==> src/rtl/uart_baud_gen_pkg.sv <==
// Shared constants and helpers for the UART baud-rate generator and its
// tick divider.
package uart_baud_gen_pkg;

  localparam int BAUD_VAL_W  = 13;
  localparam int BAUD_FRAC_W = 3;
  localparam int OVERSAMPLE  = 16;
  localparam int TCNT_W      = $clog2(OVERSAMPLE);

  // Reset-select idiom: the async reset always clears state.
  // With RESET_SYNC_ALSO, sresetn also clears state synchronously.
  localparam bit RESET_ASYNC_ONLY = 1'b0;
  localparam bit RESET_SYNC_ALSO  = 1'b1;

  // When fractional divide is disabled, the fraction is treated as zero.
  function automatic logic [BAUD_FRAC_W-1:0] frac_select(
    input bit                     en,
    input logic [BAUD_FRAC_W-1:0] frac
  );
    return en ? frac : '0;
  endfunction

endpackage

==> src/rtl/uart_baud_gen_tick_div16.sv <==
// Divides the x16 oversample tick down to a one-per-bit-time pulse.
// This is a separate module so that the RX sampler can reuse it.
module uart_tick_div16
  import uart_baud_gen_pkg::*;
(
  input  logic PCLK,
  input  logic aresetn,
  input  logic clear,
  input  logic tick_en,
  output logic xmit_pulse
);

  localparam logic [TCNT_W-1:0] TCNT_LAST = TCNT_W'(OVERSAMPLE - 1);

  logic [TCNT_W-1:0] tcnt;

  // Count oversample ticks. Pulse on the tick that wraps the counter, so that
  // the pulse always coincides with a baud tick.
  always_ff @(posedge PCLK or negedge aresetn) begin
    if (!aresetn) begin
      tcnt       <= '0;
      xmit_pulse <= 1'b0;
    end else if (clear) begin
      tcnt       <= '0;
      xmit_pulse <= 1'b0;
    end else if (tick_en) begin
      tcnt       <= tcnt + TCNT_W'(1);
      xmit_pulse <= (tcnt == TCNT_LAST);
    end else begin
      xmit_pulse <= 1'b0;
    end
  end

endmodule

==> src/rtl/uart_baud_gen.sv <==
// Baud-rate tick generator with a fractional divider.
// The average baud_tick period is baud_val + 1 + frac/8 PCLK cycles.
// xmit_pulse fires on every 16th baud_tick.
module uart_baud_gen
  import uart_baud_gen_pkg::*;
#(
  parameter bit BAUD_VAL_FRCTN_EN = 1'b0,
  parameter bit SYNC_RESET        = RESET_ASYNC_ONLY
) (
  input  logic                   PCLK,
  input  logic                   aresetn,
  input  logic                   sresetn,
  input  logic [BAUD_VAL_W-1:0]  baud_val,
  input  logic [BAUD_FRAC_W-1:0] baud_frac,
  input  logic                   restart,
  output logic                   baud_tick,
  output logic                   xmit_pulse
);

  logic [BAUD_VAL_W-1:0]  cnt;
  logic [BAUD_FRAC_W-1:0] acc;
  logic                   ext;
  logic [BAUD_FRAC_W-1:0] frac_eff;
  logic [BAUD_FRAC_W:0]   acc_sum;
  logic                   sync_clr;
  logic                   clr;
  logic                   terminal;

  assign frac_eff = frac_select(BAUD_VAL_FRCTN_EN, baud_frac);
  assign sync_clr = (SYNC_RESET == RESET_SYNC_ALSO) && !sresetn;
  assign clr      = sync_clr || restart;
  assign terminal = (cnt == '0) && !ext;
  assign acc_sum  = {1'b0, acc} + {1'b0, frac_eff};

  // Down-count each period. At terminal count, emit a tick and reload the
  // counter. A carry out of the fraction accumulator inserts one stretch cycle
  // before the next period starts.
  always_ff @(posedge PCLK or negedge aresetn) begin
    if (!aresetn) begin
      cnt       <= '0;
      acc       <= '0;
      ext       <= 1'b0;
      baud_tick <= 1'b0;
    end else if (clr) begin
      cnt       <= '0;
      acc       <= '0;
      ext       <= 1'b0;
      baud_tick <= 1'b0;
    end else if (cnt != '0) begin
      cnt       <= cnt - BAUD_VAL_W'(1);
      baud_tick <= 1'b0;
    end else if (ext) begin
      ext       <= 1'b0;
      baud_tick <= 1'b0;
    end else begin
      cnt       <= baud_val;
      acc       <= acc_sum[BAUD_FRAC_W-1:0];
      ext       <= acc_sum[BAUD_FRAC_W];
      baud_tick <= 1'b1;
    end
  end

  uart_tick_div16 u_tick_div16 (
    .PCLK       (PCLK),
    .aresetn    (aresetn),
    .clear      (clr),
    .tick_en    (terminal && !clr),
    .xmit_pulse (xmit_pulse)
  );

endmodule

==> config.mk <==
export PLATFORM = sky130hd
export DESIGN_NAME = uart_baud_gen
export DESIGN_NICKNAME = d
export VERILOG_FILES = /design/src/rtl/uart_baud_gen_pkg.sv /design/src/rtl/uart_baud_gen_tick_div16.sv /design/src/rtl/uart_baud_gen.sv
export SDC_FILE = /design/constraint.sdc
export NUM_CORES = 1
export LEC_CHECK = 0
export ABC_AREA = 1
export CAP_MARGIN = 20
export CORE_ASPECT_RATIO = 1.25
export CORE_UTILIZATION = 56
export CTS_BUF_LIST = sky130_fd_sc_hd__clkbuf_4
export DETAILED_ROUTE_END_ITERATION = 16
export PLACE_DENSITY = 0.91
export SKIP_CTS_REPAIR_TIMING = 1
export SKIP_LAST_GASP = 1
export SYNTH_ARGS = -nofsm -noshare
export SYNTH_HDL_FRONTEND = slang
export SYNTH_SLANG_ARGS = --single-unit
==> constraint.sdc <==
create_clock -name PCLK -period 3 [get_ports PCLK]
set_input_delay 0.3 -clock PCLK [delete_from_list [all_inputs] [get_ports PCLK]]
set_output_delay 0.3 -clock PCLK [all_outputs]
set_load 0.05 [all_outputs]
==> results.json, run 1 <==
{
  "cts_root_buf": "clkbuf_4",
  "synth_common_cells": "nand2_1 (55), dfrtp_1 (19), inv_1 (16), nor2_1 (16), nand3_1 (13)",
  "min_period_ps": 1741,
  "drcViolationCount": 0,
  "start_util": 0.6057,
  "switchingPower_uw": 465.8,
  "r2r-end": "cnt[10]",
  "num-fill-cells": 136,
  "grt_max_degree": 20,
  "track_usage": 0.2466,
  "rr_worst_depth": 8,
  "synth.top_cell.area_share": 0.4393,
  "synth_flop_cell": "dfrtp_1",
  "finalHoldWorstSlack_ps": 460.1,
  "path_max_fanout": 1,
  "die_h_um": 51.15,
  "syn_inst": 147,
  "clk_pin_slew_worst_paths_ps": 110,
  "slew_violations": 0,
  "startpoint_type": "register",
  "synth_edf_count": 0,
  "post-place-ws_ps": 1427,
  "die_x_um": 41.32,
  "vdd_drop_max_mv": 0.4291,
  "layout.nets": 190,
  "hold_viol": 0,
  "crit_family": "buffers and inverters",
  "p_leak_nw": 0.6900,
  "synth_area_per_cell_sq_um": 7.363,
  "grt_pass1_vias": 902,
  "ys_ff_latch": 19,
  "status": "complete, no violations",
  "syn_to_final_growth_pct": 18.73,
  "final.setup_skew_ps": 3.945,
  "crit_path_end_kind": "output port",
  "rsz0062_at_grt": "no",
  "clk_path_buf_depth": 2,
  "avgViaCountPerCell": 5.146,
  "synth_area_sq_um": 1082,
  "cts_sinks": 19,
  "power_frac_seq": 0.361,
  "top_layer": "met4",
  "first_pass_iters": 4,
  "route.met3.wl_um": 68,
  "ys_warn_count": 0,
  "place_hpwl_um": 1527,
  "swShare": 0.4583,
  "vias": 952,
  "grt_overflow": 0,
  "fmax_mhz": 574.2,
  "synth_nets": 170,
  "clock_power_share": 0.132,
  "ys_top_cells_by_area": "dfrtp_1 (44%), nand2_1 (19%), nand3_1 (6.0%)",
  "core_area_sq_um": 1787,
  "regToRegSetupSlack_ps": 1400,
  "crit_chain": "clkdlybuf4s50_1",
  "cts_tree": "done",
  "tightest_slew_ps": 858.9,
  "wirelength_um": 2094,
  "powerDensity_nw_per_um2": 790.9,
  "dp.cells": 181,
  "finalCritPeriodShare": 0.5805,
  "cap_violations": 0,
  "antenna_found_initial": 0,
  "synth_most_common_cell": "nand2_1",
  "wl_per_cell_um": 11.32,
  "drtIter0Drc": 18,
  "ys_seq_area_frac": 0.4393,
  "setup_viol": 0,
  "slew_headroom": 0.4256,
  "critPathBufInv": 1,
  "wl_met1_um": 907,
  "async_flop_share": 1.000,
  "cp.depth": 1,
  "post-synth-top-area-cell": "dfrtp_1",
  "synthDistinctLibCells": 18,
  "grt_pass1_wl_um": 3484,
  "gp_congestion": 0.8299,
  "layout-drive-gt1-share": 0.08434,
  "p_comb_frac": 0.507,
  "rows": 17,
  "internal-power_uw": 550.5,
  "finalNonFillerCells": 185,
  "critPathArrivalTime_ps": 1440,
  "ant_nets": 0,
  "timing.critical_path.to": "baud_tick",
  "worstHoldPathType": "in2async",
  "cts_made_buffers": 3,
  "dr_wl_met2_um": 1064,
  "io_pins": 22,
  "final.setup.tns_ps": 0,
  "critPathLaunch": "baud_tick",
  "r2r-start": "cnt[0]",
  "required_ps": 2700,
  "crit_slowest_cell": "clkdlybuf4s50_1",
  "clk_latency_ps": 310,
  "htree_levels": 1,
  "die_area_sq_um": 2114,
  "utilization": 0.7192,
  "worst_path_largest_cell_delay_ps": 790,
  "port_buffers": 17,
  "diodes": 0,
  "critPathKind": "reg2out",
  "worst_slack_ps": 1259
}
[cells in the final DEF (no fill, tap or decap)]
master / count
nor2_2: 3
nand3_1: 13
o21ai_0: 7
dfrtp_1: 19
a21oi_2: 1
nand2_1: 55
clkbuf_4: 3
xnor2_1: 1
inv_2: 2
ha_1: 3
clkdlybuf4s50_1: 17
nor2_4: 2
nand2_2: 1
inv_1: 16
nor2_1: 16
clkinv_2: 1
xor2_1: 4
nand4_1: 1
nand3_2: 1
[logic make-up after synthesis]
family	after synthesis	share of synthesized area
xor gates and xnor gates	5	0.04046
adders and majority gates	3	0.03469
buffers and inverters	20	0.07978
AOI/OAI and AO/OA	8	0.04046
and+or+nand+nor	92	0.3653
DFF	19	0.4393
[worst min-delay path by stage]
stage	startpoint	to	cells after the start	slack (ps)
after floorplan	aresetn	baud_tick	0	4
after global placement	cnt[0]	cnt[0]	1	460
after detailed placement	cnt[0]	cnt[0]	1	470
after CTS	cnt[0]	cnt[0]	1	480
after global routing	cnt[0]	cnt[0]	1	500
final	aresetn	cnt[1]	1	460
[metal layers]
layer  up-vias  GRT usage
met1       436     0.2787
met5         -          0
met3         5    0.05217
met4         0     0.1505
met2        24     0.3984
li1        487          -
[final cells by class]
type / instances / area (sq um) / share of cell area
clock buffers: 3 / 22.52 / 0.01753
clock inverters: 1 / 5.005 / 0.003895
inverters: 18 / 67.56 / 0.05258
multi-input cells: 108 / 520.5 / 0.4051
flip-flops and latches: 19 / 475.5 / 0.3700
well taps: 19 / 23.77 / 0.01850
repair buffers: 17 / 170.2 / 0.1324
[power by group through the flow]
stage               Clock, mW  Combinational (mW)  Sequential (mW)
finish                  0.135               0.515            0.367
global route            0.146               0.590            0.373
CTS                     0.136               0.516            0.367
detailed placement          0               0.510            0.372
global placement            0               0.486            0.368
floorplan                   0               0.398            0.375
[registers in the layout (all words and copies together) (netlist names)]
signal,cells
u_tick_div16.tcnt,4
cnt,13
u_tick_div16.xmit_pulse,1
baud_tick,1
[metrics by stage]
step | total power, mW | cell area [sq um]
after floorplan | 0.7726 | 1082
after detailed placement | 0.8824 | 1257
final | 1.016 | 1285
after CTS | 1.019 | 1285
after global placement | 0.8545 | 1257
after global routing | 1.109 | 1285
No activity file was read; power rests on OpenSTA's default activity.
==> inputs of run 2 (changes only) <==
--- a/config.mk
+++ b/config.mk
@@ -8,10 +8,10 @@
 export ABC_AREA = 1
 export CAP_MARGIN = 20
 export CORE_ASPECT_RATIO = 1.25
-export CORE_UTILIZATION = 56
+export CORE_UTILIZATION = 47
 export CTS_BUF_LIST = sky130_fd_sc_hd__clkbuf_4
 export DETAILED_ROUTE_END_ITERATION = 16
-export PLACE_DENSITY = 0.91
+export PLACE_DENSITY = 0.82
 export SKIP_CTS_REPAIR_TIMING = 1
 export SKIP_LAST_GASP = 1
 export SYNTH_ARGS = -nofsm -noshare
==> constraint.sdc (replaced) <==
create_clock -name PCLK -period 1.4 [get_ports PCLK]
set_input_delay 0.14 -clock PCLK [delete_from_list [all_inputs] [get_ports PCLK]]
set_output_delay 0.14 -clock PCLK [all_outputs]
set_load 0.05 [all_outputs]
==> run 2 against run 1 <==
Net effect: power grew to 2.5 times the previous value; sequential share of layout area is 4.3 points lower; clock power is 130% higher; cell count is 11% higher; critical path depth is 7 higher; register-to-register slack worse by 1300 ps; critical path type is now reg2reg; non-clock buffer count is 8 higher.
==> results.json, run 2 (same netlist as run 1, synthesis figures left out) <==
{
  "status": "complete, no violations",
  "tightest_slew_ps": 253.1,
  "die_area_sq_um": 2500,
  "die_x_um": 44.92,
  "rows": 19,
  "reg.largest.list": "cnt (13), u_tick_div16.tcnt (4)",
  "grt_pass1_wl_um": 3829,
  "path_max_fanout": 7,
  "startpoint_type": "register",
  "grt_pass1_vias": 979,
  "slew_violations": 0,
  "critPathArrivalTime_ps": 1590,
  "antenna_found_initial": 0,
  "required_ps": 1650,
  "cts_tree": "done",
  "wirelength_um": 2333,
  "avgViaCountPerCell": 4.864,
  "finalNonFillerCells": 206,
  "layout_common_cells": "nand2_1 (52), dfrtp_1 (19), clkdlybuf4s50_1 (15)",
  "worstHoldPathType": "in2async",
  "min_period_ps": 1342,
  "diodes": 0,
  "cts_root_buf": "clkbuf_4",
  "core_area_sq_um": 2187,
  "final_common_cell": "nand2_1",
  "clk_pin_slew_worst_paths_ps": 110,
  "drcViolationCount": 0,
  "cts_made_buffers": 3,
  "p_leak_nw": 0.7476,
  "ant_nets": 0,
  "slew_headroom": 0.8313,
  "cap_violations": 0,
  "final_cell_area_sq_um": 1453,
  "start_util": 0.4949,
  "first_pass_iters": 5,
  "syn_to_final_growth_pct": 34.22,
  "place_hpwl_um": 1578,
  "layout-drive-gt1-share": 0.2057,
  "largest_register_ffs": 13,
  "setup_viol": 0,
  "regMostFlops": "cnt",
  "hold_viol": 0,
  "die_h_um": 55.65,
  "final.setup_skew_ps": 6.841,
  "layout.nets": 199,
  "htree_levels": 1,
  "finalCritPeriodShare": 0.9586,
  "cts_sinks": 19,
  "grt_overflow": 0,
  "crit_path_end_kind": "register",
  "postPlaceCellArea_sq_um": 1290,
  "final-seq-area_sq_um": 475.5,
  "fmax_mhz": 745.2,
  "dp.cells": 196,
  "wl_per_cell_um": 11.33,
  "gp_congestion": 0.8467,
  "clk_latency_ps": 300,
  "port_buffers": 17,
  "vias": 1002,
  "num-fill-cells": 178,
  "critPathKind": "reg2reg",
  "vdd_drop_max_mv": 1.254,
  "track_usage": 0.2001,
  "powerDensity_nw_per_um2": 1772,
  "io_pins": 22,
  "drtIter0Drc": 19,
  "grt_max_degree": 20,
  "clk_path_buf_depth": 2,
  "multi_input_area_sq_um": 598.1
}
## run 2: cell types whose count changed in the layout (fill, tap and decap cells not counted), moves of 3 or more
cell	previous run	this run
buf_4	0	8
nor2_4	2	6
inv_1	16	13
nand2_1	55	52
nand2_2	1	4
o21ai_0	7	4
o21ai_1	0	3
## run 2: layout make-up
| type | instances | area share |
|---|---|---|
| flip-flops and latches | 19 | 0.3273 |
| multi-input cells | 108 | 0.4117 |
| repair inverters | 1 | 0.003445 |
| repair buffers | 25 | 0.1602 |
| inverters | 18 | 0.04996 |
| clock buffers | 4 | 0.02067 |
| well taps | 31 | 0.02670 |
## run 2: through the flow
step	hold WS [ps]	setup TNS, ps	utilization	power, mW	setup slack [ps]
finish	163.2	0	0.6642	2.574	57.99
global route	185.2	-149.0	0.6642	2.796	-20.06
CTS	175.8	-1504	0.6035	2.251	-130.0
detailed placement	493.1	-1068	0.5898	1.941	-102.9
global placement	459.9	-481.0	0.5898	1.890	-66.44
floorplan	-155.6	0	-	1.656	72.63
## run 2: where the power goes
part	switching (mW)	internal, mW	total (mW)
clock	0.174	0.130	0.305
combinational	0.883	0.578	1.46
sequential	0.122	0.687	0.808
total	1.18	1.39	2.57
## run 2: worst paths after layout
| path | startpoint | to | slack [ps] | cells past startpoint |
|---|---|---|---|---|
| min in group PCLK | baud_val[4] | cnt[4] | 360 | 3 |
| hold reg to reg | u_tick_div16.tcnt[1] | u_tick_div16.tcnt[1] | 510 | 2 |
| hold / removal | aresetn | cnt[6] | 160 | 2 |
| max in group asynchronous | aresetn | u_tick_div16.tcnt[0] | 1030 | 2 |
| setup / recovery | cnt[0] | cnt[5] | 60 | 8 |
| setup reg to reg | cnt[0] | cnt[5] | 60 | 8 |
## run 2: metal layers
metal	part of all wire	global-route usage
met2	0.50	0.3251
met5	0	0
met4	0.0099	0.06494
met3	0.057	0.03247
met1	0.43	0.2655
## run 2: worst max-delay path: stages, from the launching register on
cell	delay [ps]
dfrtp_1	410
inv_2	110
ha_4	130
nand2_2	60
nor2_4	170
nand3_4	130
clkinv_2	140
nand2_1	70
nand2_1	70
